==> config.mk <==
export PLATFORM = sky130hd
export DESIGN_NAME = decoder_3to8
export DESIGN_NICKNAME = d
export VERILOG_FILES = /design/src/rtl/decoder_3to8.sv
export SDC_FILE = /design/constraint.sdc
export NUM_CORES = 1
export LEC_CHECK = 0
export ABC_AREA = 1
export CORE_AREA = 3 3 40 42
export DETAILED_ROUTE_END_ITERATION = 12
export DIE_AREA = 0 0 43 45
export PLACE_DENSITY = 0.56
export SETUP_SLACK_MARGIN = 0.05
export SYNTH_ARGS = -nofsm -noshare
export SYNTH_HDL_FRONTEND = slang
export SYNTH_SLANG_ARGS = --single-unit
==> constraint.sdc <==
create_clock -name clk -period 1.3 [get_ports clk]
set_input_delay 0.26 -clock clk [delete_from_list [all_inputs] [get_ports clk]]
set_output_delay 0.26 -clock clk [all_outputs]
set_load 0.005 [all_outputs]
==> src/rtl/decoder_3to8.sv <==
// decoder_3to8: registered 3-to-8 one-hot decoder from panel switches to LEDs.
// Define DECODER_3TO8_SYNC_EN to add a 2-flop synchronizer on each switch input.
module decoder_3to8 (
    input  logic clk,
    input  logic rst_n,
    input  logic input_input_switch3_3,
    input  logic input_input_switch1_1,
    input  logic input_input_switch2_2,
    output logic output_led1_0_4,
    output logic output_led2_0_5,
    output logic output_led3_0_6,
    output logic output_led4_0_7,
    output logic output_led5_0_8,
    output logic output_led6_0_9,
    output logic output_led7_0_10,
    output logic output_led8_0_11
);
    logic [2:0] sw;
    logic [2:0] sel;
    logic [7:0] led_d, led_q;

    // Switch names do not follow bit order: switch3 is the MSB, switch2 the LSB.
    assign sw = {input_input_switch3_3, input_input_switch1_1, input_input_switch2_2};

`ifdef DECODER_3TO8_SYNC_EN
    logic [2:0] sync1_d, sync1_q, sync2_d, sync2_q;

    always_comb begin
        sync1_d = sw;
        sync2_d = sync1_q;
    end

    always_ff @(posedge clk or negedge rst_n) begin
        if (!rst_n) begin
            sync1_q <= 3'b000;
            sync2_q <= 3'b000;
        end else begin
            sync1_q <= sync1_d;
            sync2_q <= sync2_d;
        end
    end

    assign sel = sync2_q;
`else
    assign sel = sw;
`endif

    always_comb led_d = 8'b0000_0001 << sel;

    always_ff @(posedge clk or negedge rst_n) begin
        if (!rst_n) led_q <= 8'b0000_0001;
        else        led_q <= led_d;
    end

    assign output_led1_0_4  = led_q[0];
    assign output_led2_0_5  = led_q[1];
    assign output_led3_0_6  = led_q[2];
    assign output_led4_0_7  = led_q[3];
    assign output_led5_0_8  = led_q[4];
    assign output_led6_0_9  = led_q[5];
    assign output_led7_0_10 = led_q[6];
    assign output_led8_0_11 = led_q[7];
endmodule

Yosys cells after proc, flatten, opt, wreduce, memory -nomap -nowiden
Cells that the tools add are included.
{"block": "classes", "shifts": 1}
{"cell": "$shl 1x3->8 const A", "count": 1}
{"block": "totals", "word_cells": 2, "ff_bits": 8}

Depth between registers and ports, before layout
{"block": "logic_depth", "word_depth": 1, "depth_mapped": 3, "ltp_nobuf": 3}

Worst setup path after synthesis
Ideal clock, no wire load.
{"block": "synth_path", "kind": "register -> output", "startpoint": "reg led_q[0]", "endpoint": "out output_led1_0_4", "stages_incl_launch_ff": 1, "n_path_buf": 0, "required_ns": 1.040, "setup_slack_ns": 0.539, "arrival_ns": 0.501, "cell_sequence": "dfstp_2"}
{"element": "start, declared", "line": "20", "source": "logic [7:0] led_d, led_q;"}
{"element": "start signal, assigned", "line": "52", "source": "else led_q <= led_d;"}
{"element": "end, declared", "line": "9", "source": "output logic output_led1_0_4,"}
No word-level cell between the ends.

Final worst setup path
{"block": "layout_path", "startpoint": "reg led_q[0]", "endpoint": "out output_led1_0_4"}
No word-level cell between the ends.

==> metrics.cfg <==
[run_status]
run_status = finished, final reports clean

[critical_path]
crit_type = flip-flop to output pin
cp.depth = 1
critPathMaxFanout = 1
path_delay_family = flip-flops
arrival_ns = 0.94
cp-end-kind = output pin
crit_path_start_kind = flip-flop
crit_chain = clkdlybuf4s15_1
slowest_delay_ns = 0.51
required_ns = 1.04
crit_slowest_cell = dfstp_2
worst-path-buf-inv = 1

[routing]
wl_um = 466
viasPerCell = 3.74
num_vias = 202
postRouteAntennaNets = 0
routedWlPerCell_um = 8.63
remaining_drc_errors = 0
drt_iter0_drc = 3
dr.pass1.iters = 2

[power]
leakagePower_nw = 0.233
power.share.sequential_pct = 51.3
p_per_area_nw_per_um2 = 1230
power.internal_mw = 0.401
netSwitchingFraction_pct = 21.3
combPwrFrac_pct = 9.0
peakVddDrop_mv = 0.330
p_sw_mw = 0.108
clockPowerShare_pct = 39.7

[clocking]
cts_tree = built
cts.reportedPaths.clkPinSlew_ns = 0.06
clock_sinks = 8
clockBufferDepth = 2
cts-root-buf = clkbuf_4
cts_buffers = 3
htree_levels = 1
postCtsSetupBuffers = 0

[floorplanning]
floorplan.die.width_um = 43
pin_count = 13
rows = 13
initial_core_util_pct = 20.1
die_y_um = 45
core-area_um2 = 1280
die_area_um2 = 1940

[timing]
final_max_slew_viol_count = 0
tightestPinTransition_ns = 0.374
rsz0062_at_grt = false
fmax_mhz = 831
relSlewSlack_pct = 75.0
setup_viol = 0
fin_crit_ns = 1.20
timing.final.crit_share_pct = 92.5
finalHoldViolCount = 0
fin_setup_tns_ns = 0

[min_path]
hold_class = input port to async pin

[cells_and_area]
area_growth_pct = 60.7
largest_register_ffs = 8
drive_gt1_share_pct = 12.8
nets = 45
fill_cells = 149
layout_commonest_cell = nor2_1
largestRegisters = led_q (8)
multi_input_area_um2 = 45.0
instances_no_fill = 54
final_cell_mix = 8 x nor2_1, 7 x dfrtp_1, 7 x dlygate4sd2_1
top_register = led_q
diodes = 0
regArea_um2 = 201

[placed_design]
gp_congestion = 0.777
dp_hpwl_um = 362
dpl.cell_count = 50
portBuffers = 12

[global_routing]
grt_pass1_wl_um = 910
grt_max_degree = 9
grtUsageTotal_pct = 6.90
grt_pass1_vias = 222
antenna_found_initial = 0
grt_overflow = 0

[synthesis]
syn_area_um2 = 258
synthDistinctLibCells = 6
synth_warnings = 0
ys_ff_latch = 8
synth.largest_area_cell = dfrtp_1
synth_cells = 23
ys_seq_area_share_pct = 78.2
yosys.area.top_type_share_pct = 68.0
synth_fp_nets = 28
avgSynthCellArea_um2 = 11.2
synth_area_leaders = dfrtp_1 68%, nor2_1 12%, dfstp_2 10%

[job]
maxCapViolations = 0

==> cell type report <==
cell class                      instances  share of cell area (%)
Sequential cell                         8                    48.6
Timing Repair Buffer                   12                    26.9
Multi-Input combinational cell         12                    10.9
Clock buffer                            4                    6.34
Tap cell                               15                    4.53
Inverter                                3                    2.72
==> cells by family (layout without fill, tap and decap cells) <==
logic type | count (synthesis) | after routing | share of synthesized area [%]
buffers and inverters | 3 | 19 | 4.37
flip-flops | 8 | 8 | 78.2
AND/OR/NAND/NOR | 12 | 12 | 17.5
==> per-stage QoR <==
step                      instance area (um2)  power, mW  utilization (%)  hold WS [ns]  worst slack, ns
after floorplan                           258      0.279                -       -0.0356            0.539
after global placement                    397      0.318             30.9         0.550           0.0616
after detailed placement                  397      0.319             30.9         0.556           0.0624
after CTS                                 413      0.520             32.1         0.278           0.0538
after global routing                      414      0.538             32.2         0.300           0.0651
final                                     414      0.509             32.2         0.287           0.0970
==> cell usage after synthesis, drive strengths merged <==
library cell and instances:
dfstp 1, inv 3, dfrtp 7, nor2 8, nand2 4
==> metal layers <==
layer / vias to the layer above / global-route usage, % / part of all wire, %
met5: - / 0 / 0
met2: 8 / 8.38 / 50
met3: 0 / 1.20 / 4.5
li1: 98 / - / -
met4: 0 / 10.8 / 0
met1: 96 / 8.19 / 46
==> timing repair <==
action                                  4_1_cts  5_1_grt
pin swaps                                     0        0
hold buffers                                  0        0
gates resized for setup                       8        1
endpoints found under the setup margin        8        1
cloned                                        0        0
==> power groups by stage <==
stage | Combinational, mW | Sequential (mW) | Clock [mW]
after floorplan | 0.0108 | 0.268 | 0
after global placement | 0.0523 | 0.266 | 0
after detailed placement | 0.0530 | 0.266 | 0
after CTS | 0.0464 | 0.261 | 0.212
after global routing | 0.0527 | 0.263 | 0.223
final | 0.0459 | 0.261 | 0.202
==> worst paths after layout <==
kind	start	endpoint
setup / recovery	led_q[0]$_DFF_PN1_	output_led1_0_4
max in group asynchronous	rst_n	led_q[0]$_DFF_PN1_
min in group clk	input_input_switch1_1	led_q[3]$_DFF_PN0_
hold / removal	rst_n	led_q[6]$_DFF_PN0_
Power figures use the tool's default switching activity.
